## config.mk

```make
export PLATFORM = sky130hd
export DESIGN_NAME = if_prefetch_queue
export DESIGN_NICKNAME = d
export VERILOG_FILES = /design/src/rtl/if_prefetch_queue.sv
export SDC_FILE = /design/constraint.sdc
export NUM_CORES = 1
export LEC_CHECK = 0
export BUFFER_PORTS_ARGS = -buffer_cell sky130_fd_sc_hd__buf_4
export CELL_PAD_IN_SITES_DETAIL_PLACEMENT = 1
export CELL_PAD_IN_SITES_GLOBAL_PLACEMENT = 2
export CORE_UTILIZATION = 38
export DETAILED_ROUTE_END_ITERATION = 12
export HOLD_SLACK_MARGIN = 0.1
export PLACE_DENSITY = 0.74
export SETUP_SLACK_MARGIN = 0.1
export SLEW_MARGIN = 10
export SYNTH_ARGS = -nofsm -noshare
export SYNTH_HDL_FRONTEND = slang
export SYNTH_SLANG_ARGS = --single-unit
```

## constraint.sdc

```tcl
create_clock -name clk -period 3.2 [get_ports clk]
set_input_delay 0.64 -clock clk [delete_from_list [all_inputs] [get_ports clk]]
set_output_delay 0.64 -clock clk [all_outputs]
set_load 0.02 [all_outputs]
```

## src/rtl/if_prefetch_queue.sv

```systemverilog
// Instruction prefetch queue: single-outstanding imem fetch feeding a
// DEPTH-entry parcel FIFO whose head is presented to the core.
//
// Ports:
//   clk, rst              clock, synchronous active-high reset
//   if_nxt_pc             next PC offered by the core
//   if_stall_nxt_pc       1 = if_nxt_pc not taken this cycle
//   if_stall, if_flush    core hold of head parcel / discard everything
//   if_parcel*            head parcel, its PC, valid mask and fault flags
//   imem_req, imem_adr    fetch request to instruction memory
//   imem_ack, imem_err    fetch completion (data / error)
//   imem_q                fetched data
//   imem_misaligned       fault flag, sampled with ack/err
//   imem_page_fault       fault flag, sampled with ack/err
module if_prefetch_queue #(
  parameter int          XLEN        = 32,
  parameter logic [XLEN-1:0] PC_INIT = 'h200,
  parameter int          PARCEL_SIZE = 32,
  parameter int          DEPTH       = 4
) (
  input  logic                    clk,
  input  logic                    rst,

  input  logic [XLEN-1:0]         if_nxt_pc,
  output logic                    if_stall_nxt_pc,
  input  logic                    if_stall,
  input  logic                    if_flush,
  output logic [PARCEL_SIZE-1:0]  if_parcel,
  output logic [XLEN-1:0]         if_parcel_pc,
  output logic [PARCEL_SIZE/16-1:0] if_parcel_valid,
  output logic                    if_parcel_misaligned,
  output logic                    if_parcel_page_fault,
  output logic                    if_parcel_error,

  output logic                    imem_req,
  output logic [XLEN-1:0]         imem_adr,
  input  logic                    imem_ack,
  input  logic                    imem_err,
  input  logic [PARCEL_SIZE-1:0]  imem_q,
  input  logic                    imem_misaligned,
  input  logic                    imem_page_fault
);

  localparam int AW = $clog2(DEPTH);
  localparam int PV = PARCEL_SIZE / 16;
  localparam logic [AW:0] DEPTH_W = (AW+1)'(DEPTH);

  logic [PARCEL_SIZE-1:0] mem_q   [DEPTH];
  logic [XLEN-1:0]        mem_pc  [DEPTH];
  logic                   mem_mis [DEPTH];
  logic                   mem_pf  [DEPTH];
  logic                   mem_err [DEPTH];

  logic [AW-1:0] wr_ptr;
  logic [AW-1:0] rd_ptr;
  logic [AW:0]   cnt;
  logic          req_busy;
  logic          drop_pending;

  logic          rsp;
  logic          accept;
  logic          push;
  logic          pop;
  logic          not_empty;
  logic [AW:0]   occ;

  // A response only counts against an outstanding request.
  assign rsp       = (imem_ack | imem_err) & req_busy;
  assign not_empty = (cnt != '0);

  // Buffered entries plus the in-flight one must leave room for one more.
  assign occ = cnt + {{AW{1'b0}}, req_busy};

  assign accept = !if_flush
                & !drop_pending
                & (!req_busy | rsp)
                & (occ < DEPTH_W);

  assign if_stall_nxt_pc = !accept;

  assign push = rsp & !drop_pending & !if_flush;
  assign pop  = not_empty & !if_stall & !if_flush;

  // Request side: a request stays on the bus until its ack/err.
  always_ff @(posedge clk) begin
    if (rst) begin
      imem_req     <= 1'b0;
      imem_adr     <= PC_INIT;
      req_busy     <= 1'b0;
      drop_pending <= 1'b0;
    end else begin
      if (accept) begin
        imem_req <= 1'b1;
        imem_adr <= if_nxt_pc;
        req_busy <= 1'b1;
      end else if (rsp) begin
        imem_req <= 1'b0;
        req_busy <= 1'b0;
      end

      // A flush cannot withdraw a live request, so its
      // eventual response is marked for discard instead.
      if (rsp)
        drop_pending <= 1'b0;
      else if (if_flush & req_busy)
        drop_pending <= 1'b1;
    end
  end

  // FIFO pointers and occupancy.
  always_ff @(posedge clk) begin
    if (rst) begin
      wr_ptr <= '0;
      rd_ptr <= '0;
      cnt    <= '0;
    end else if (if_flush) begin
      wr_ptr <= '0;
      rd_ptr <= '0;
      cnt    <= '0;
    end else begin
      if (push)
        wr_ptr <= wr_ptr + AW'(1);
      if (pop)
        rd_ptr <= rd_ptr + AW'(1);
      unique case (1'b1)
        push & !pop: cnt <= cnt + (AW+1)'(1);
        pop & !push: cnt <= cnt - (AW+1)'(1);
        default:     cnt <= cnt;
      endcase
    end
  end

  // FIFO storage; an errored fetch stores a zero parcel.
  always_ff @(posedge clk) begin
    if (rst) begin
      for (int i = 0; i < DEPTH; i++) begin
        mem_q[i]   <= '0;
        mem_pc[i]  <= '0;
        mem_mis[i] <= 1'b0;
        mem_pf[i]  <= 1'b0;
        mem_err[i] <= 1'b0;
      end
    end else if (push) begin
      mem_q[wr_ptr]   <= imem_err ? '0 : imem_q;
      mem_pc[wr_ptr]  <= imem_adr;
      mem_mis[wr_ptr] <= imem_misaligned;
      mem_pf[wr_ptr]  <= imem_page_fault;
      mem_err[wr_ptr] <= imem_err;
    end
  end

  // Head presentation, zeroed while empty.
  always_comb begin
    if_parcel            = '0;
    if_parcel_pc         = '0;
    if_parcel_valid      = '0;
    if_parcel_misaligned = 1'b0;
    if_parcel_page_fault = 1'b0;
    if_parcel_error      = 1'b0;
    if (not_empty) begin
      if_parcel            = mem_q[rd_ptr];
      if_parcel_pc         = mem_pc[rd_ptr];
      if_parcel_valid      = {PV{1'b1}};
      if_parcel_misaligned = mem_mis[rd_ptr];
      if_parcel_page_fault = mem_pf[rd_ptr];
      if_parcel_error      = mem_err[rd_ptr];
    end
  end

endmodule

```

==> impl_metrics.tcl, run 1 <==
set metrics [dict create \
    outcome "complete, no violations" \
    start_util 0.3894 \
    die_h_um 193.6 \
    p_total_w 0.009097 \
    rrSetupSlack_ns 1.01 \
    yosysWarnings 0 \
    period_share 0.9286 \
    cts_max_level 2 \
    port-buffer-count 174 \
    ff2ff_path_depth 5 \
    clockRootBuffer "clkbuf_16" \
    p_leak_nw 6.499 \
    postRouteWirelength_mm 33.50 \
    synth_top_family_by_area "simple AND/OR/NAND/NOR gates" \
    hpwl_mm 20.08 \
    synth_compound_area_frac 0.003946 \
    layout-drive-gt1-share 0.2943 \
    tns_ns 0 \
    ys_seq_area_frac 0.6386 \
    mostFrequentLayoutCell "and2_1" \
    post-route-min-period_ns 2.972 \
    max_freq_ghz 0.3365 \
    worst_clock_skew_ns 0.01103 \
    cp.required_ns 2.56 \
    clkSinkCount 311 \
    hold_viol_final 0 \
    die_area_um2 37480 \
    final_area_um2 16990 \
    relSlewSlack 0.5709 \
    wl_per_cell_um 21.07 \
    tightest_slew_ns 0.6436 \
    holdBufCountCts 0 \
    synth.avg_cell_area_um2 15.05 \
    ant_nets 0 \
    area_growth_pct 21.76 \
    crit_type "reg2out" \
    antenna_found_initial 1 \
    cts-resized-gates 0 \
    clockBufferDepth 3 \
    row_count 69 \
    vias 7883 \
    synthAdderAreaFrac 0.002332 \
    min_to "imem_adr[9]" \
    grt_usage 0.1822 \
    grt_start_max_net_pins 71 \
    cts_tree "done" \
    clk_latency_ns 0.51 \
    drt_iter0_drc 360 \
    cp_data_arrival_time_ns 2.33 \
    drc 0 \
    synth_xor_area_frac 0.003767 \
    first_global_vias 8675 \
    worstHoldPathCells 3 \
    netlist_area_um2 13950 \
    r2r-start "req_busy" \
    endpoint_kind "output port" \
    fin_nets 1176 \
    final_cells 1590 \
    synth-edff-count 268 \
    cts_made_buffers 35 \
    p_per_area_nw_per_um2 535.5 \
    core_area_um2 35830 \
    maxCapViolCount 0 \
    synth_ff_type "edfxtp_1" \
    synthMuxAreaShare 0.1311 \
    r2r_end "mem_q[0][14]" \
    worstPathMaxFanout 31 \
    layout_common_cells "334 x and2_1, 268 x edfxtp_1, 190 x buf_4" \
    cp_slowest_cell "dfxtp_4" \
    drt_pass1_iterations 5 \
    syn_nets 1001 \
    ys_types 37 \
    gp_routability_congestion 0.6847 \
    grt_pass1_wl_mm 51.83 \
    min_from "if_nxt_pc[9]" \
    ios 175 \
    whs_ns 0.3973 \
    synth-simple-area-share 0.1968 \
    cp-start-kind "register" \
    async_flop_share 0 \
    vdd_drop_max_mv 0.3748 \
    slowest_delay_ns 0.55 \
    rsz0062_at_grt "false" \
    die_w_um 193.6 \
    path_clk_slew_ns 0.06 \
    synth.ff_latch_count 311 \
    crit_chain "buf_12 -> mux4_2 -> and2_1 -> buf_4" \
    final-setup-viol-count 0 \
    viasPerCell 4.958 \
    postCtsSetupBuffers 0 \
    dpl_cell_area_um2 15860 \
    drv_slew 0 \
    dp.cells 1526 \
    hp-class "in2reg" \
    gr-total-overflow 0 \
    postSynthCellCount 927 \
]
==> synth_stat cells, types with 2 or more instances <==
master | n | share of area
and2_1 | 334 | 0.15
a21oi_1 | 6 | 0.0022
nor2_1 | 10 | 0.0027
buf_4 | 2 | 0.0011
o21ai_0 | 2 | 0.00072
inv_1 | 6 | 0.0016
nand2b_1 | 63 | 0.028
xnor2_1 | 2 | 0.0013
nor3_1 | 3 | 0.0011
buf_1 | 5 | 0.0013
nand2_1 | 2 | 0.00054
dfxtp_1 | 43 | 0.062
clkbuf_1 | 34 | 0.0091
buf_6 | 7 | 0.0057
mux4_2 | 67 | 0.11
clkbuf_2 | 3 | 0.0011
buf_2 | 10 | 0.0036
or2_2 | 3 | 0.0013
xor2_1 | 4 | 0.0025
or3_1 | 3 | 0.0013
mux2i_1 | 32 | 0.023
and3b_1 | 3 | 0.0019
edfxtp_1 | 268 | 0.58
nor3b_4 | 2 | 0.0027
==> worst max-delay path: cells and delay by family, from the launching register on <==
kind / cells / cell delay [ns]
AND/OR/NAND/NOR: 1 / 0.22
multiplexers: 1 / 0.55
flip-flops: 1 / 0.55
buffers and inverters: 2 / 0.49
==> layout make-up <==
type | instances | area [µm²]
fillers | 3569 | 18840
flip-flops and latches | 311 | 8916
multi-input cells | 549 | 4742
repair buffers | 199 | 1607
clock buffers | 45 | 955.9
well taps | 461 | 576.8
clock inverters | 18 | 163.9
inverters | 6 | 22.52
diodes | 1 | 2.502
==> layer usage <==
layer | vias to the layer above | global-route usage | wire [µm]
li1 | 3648 | - | -
met1 | 4021 | 0.2290 | 14420
met2 | 169 | 0.3269 | 17040
met3 | 45 | 0.03068 | 1459
met4 | 0 | 0.04178 | 576
met5 | - | 0 | 0
==> flip-flops by register name, indices dropped and copies added (netlist names), 2 cells and up, named ones only <==
name	flops
mem_err	4
cnt	3
mem_pf	4
wr_ptr	2
mem_pc	128
imem_adr	32
mem_mis	4
mem_q	128
rd_ptr	2
==> metrics by stage <==
step	utilization	setup WS, ns
finish	0.4741	0.2285
global route	0.4740	0.1026
CTS	0.4740	0.1585
detailed placement	0.4428	0.5509
global placement	0.4428	0.6026
floorplan	-	0.1232
==> report_power, final <==
group	switching, W	internal [W]
Clock	0.00158	0.00235
Sequential	0.0000817	0.00455
Combinational	0.000292	0.000242
==> worst max path at each step <==
stage,endpoint
after floorplan,mem_err[1]
after global placement,cnt[2]
after detailed placement,cnt[2]
after CTS,if_parcel_page_fault
after global routing,if_parcel_page_fault
final,if_parcel_page_fault
==> kinds of logic after synthesis <==
logic type | count (synthesis)
AND/OR/NAND/NOR | 432
flip-flops | 311
multiplexers | 99
buffers and inverters | 67
AO/OA/AOI/OAI | 10
XOR/XNOR | 6
adder cells (fa/ha/maj) | 2
(Power assumes the default switching activity.)
==> inputs of run 2 (changes only) <==
BUFFER_PORTS_ARGS = unset   (was -buffer_cell sky130_fd_sc_hd__buf_4)
CORE_UTILIZATION = 41   (was 38)
DONT_BUFFER_PORTS = 1   (was unset)
PLACE_DENSITY = 0.73   (was 0.74)
RECOVER_POWER = 50   (was unset)
==> impl_metrics.tcl, run 2 (synthesis gave the netlist of run 1 again) <==
set metrics [dict create \
    rrSetupSlack_ns 0.33 \
    p_leak_nw 5.565 \
    max_freq_ghz 0.3479 \
    wl_per_cell_um 22.66 \
    endpoint_kind "register" \
    antenna_cells 0 \
    die_h_um 186.5 \
    tns_ns 0 \
    row_count 67 \
    path_clk_slew_ns 0.06 \
    fin_nets 1001 \
    ios 175 \
    crit_type "reg2reg" \
    maxCapViolCount 0 \
    tightest_slew_ns 1.398 \
    antenna_found_initial 0 \
    top_regs "mem_pc (128), mem_q (128), imem_adr (32)" \
    ant_nets 0 \
    clockBufferDepth 3 \
    holdBufCountCts 0 \
    cp-start-kind "register" \
    final-setup-viol-count 0 \
    hold_viol_final 0 \
    mostFrequentLayoutCell "edfxtp_1" \
    start_util 0.4160 \
    grt_pass1_wl_mm 49.69 \
    clockRootBuffer "clkbuf_16" \
    grt_start_max_net_pins 72 \
    outcome "complete, no violations" \
    period_share 0.8982 \
    n_fill_cell 3290 \
    hp-class "in2reg" \
    ff2ff_path_depth 5 \
    min_to "req_busy" \
    worstHoldPathCells 1 \
    post-route-min-period_ns 2.874 \
    drc 0 \
    vias 7270 \
    cts_tree "done" \
    cts-resized-gates 0 \
    drt_iter0_drc 382 \
    whs_ns 0.2203 \
    drt_pass1_iterations 4 \
    multiInputGateArea_um2 4710 \
    r2r_end "mem_pc[2][18]" \
    p_per_area_nw_per_um2 596.1 \
    rsz0062_at_grt "false" \
    area_growth_pct 12.59 \
    clk_latency_ns 0.51 \
    first_global_vias 8165 \
    worst_clock_skew_ns 0.01749 \
    hpwl_mm 19.26 \
    cts_made_buffers 35 \
    cts_max_level 2 \
    vdd_drop_max_mv 0.3275 \
    die_area_um2 34770 \
    cp_data_arrival_time_ns 3.06 \
    layout-drive-gt1-share 0.1597 \
    register_area_um2 8916 \
    min_from "rst" \
    layout_common_cells "268 x edfxtp_1, 256 x and2_1, 78 x and2_0" \
    postCtsSetupBuffers 0 \
    grt_usage 0.1872 \
    postRouteWirelength_mm 31.73 \
    drv_slew 0 \
    gr-total-overflow 0 \
    gp_routability_congestion 0.6982 \
    worstPathMaxFanout 37 \
    r2r-start "req_busy" \
    cp.required_ns 3.39 \
    relSlewSlack 0.06060 \
    viasPerCell 5.193 \
    clkSinkCount 311 \
    port-buffer-count 0 \
    die_w_um 186.5 \
    core_area_um2 33530 \
]
run 2: layout make-up:
class	count	area share
sequential	311	0.5676
multi-input combinational	549	0.2998
clock buffer	45	0.06149
tap	448	0.03569
clock inverter	17	0.01800
timing repair buffer	24	0.01593
inverter	6	0.001434
run 2: where the power goes:
group	leakage, nW	internal, W	switching (W)
sequential	3.12	0.00455	0.000124
combinational	1.83	0.000134	0.000192
clock	0.615	0.00277	0.00159
run 2: worst max-delay path, stage by stage, from the launching register on:
cell and delay (ns):
dfxtp_1 0.53, nand2b_1 0.24, or3_4 0.46, nor3b_4 0.19, or2_1 0.77, buf_12 0.33
run 2: per-stage QoR:
step           worst slack (ns)  utilization  instance area [µm²]  total power, W  cells
2_1_floorplan            0.1232            -                13950        0.004967    927
3_3_place_gp             0.6451       0.4331                14520        0.005094   1338
3_5_place_dp             0.6406       0.4331                14520        0.005107   1338
4_1_cts                  0.2773       0.4703                15770        0.009492   1400
5_1_grt                  0.1429       0.4684                15710        0.009655   1400
6_report                 0.3259       0.4684                15710        0.009363   1400
run 2: how the worst max path moves through the flow:
stage | to | slack [ns] | start
floorplan | mem_err[1] | 0.12 | if_flush
global placement | mem_pc[2][17] | 0.65 | rst
detailed placement | mem_pc[2][7] | 0.64 | rst
CTS | if_parcel[4] | 0.28 | register
global route | mem_pc[2][21] | 0.14 | req_busy
finish | mem_pc[2][18] | 0.33 | req_busy
run 2: layer usage:
metal	vias to the layer above	track usage	routed length (µm)
met2	178	0.3354	16270
met1	3742	0.2300	13120
met4	0	0.04130	507
li1	3311	-	-
met3	39	0.04175	1826
met5	-	0	0
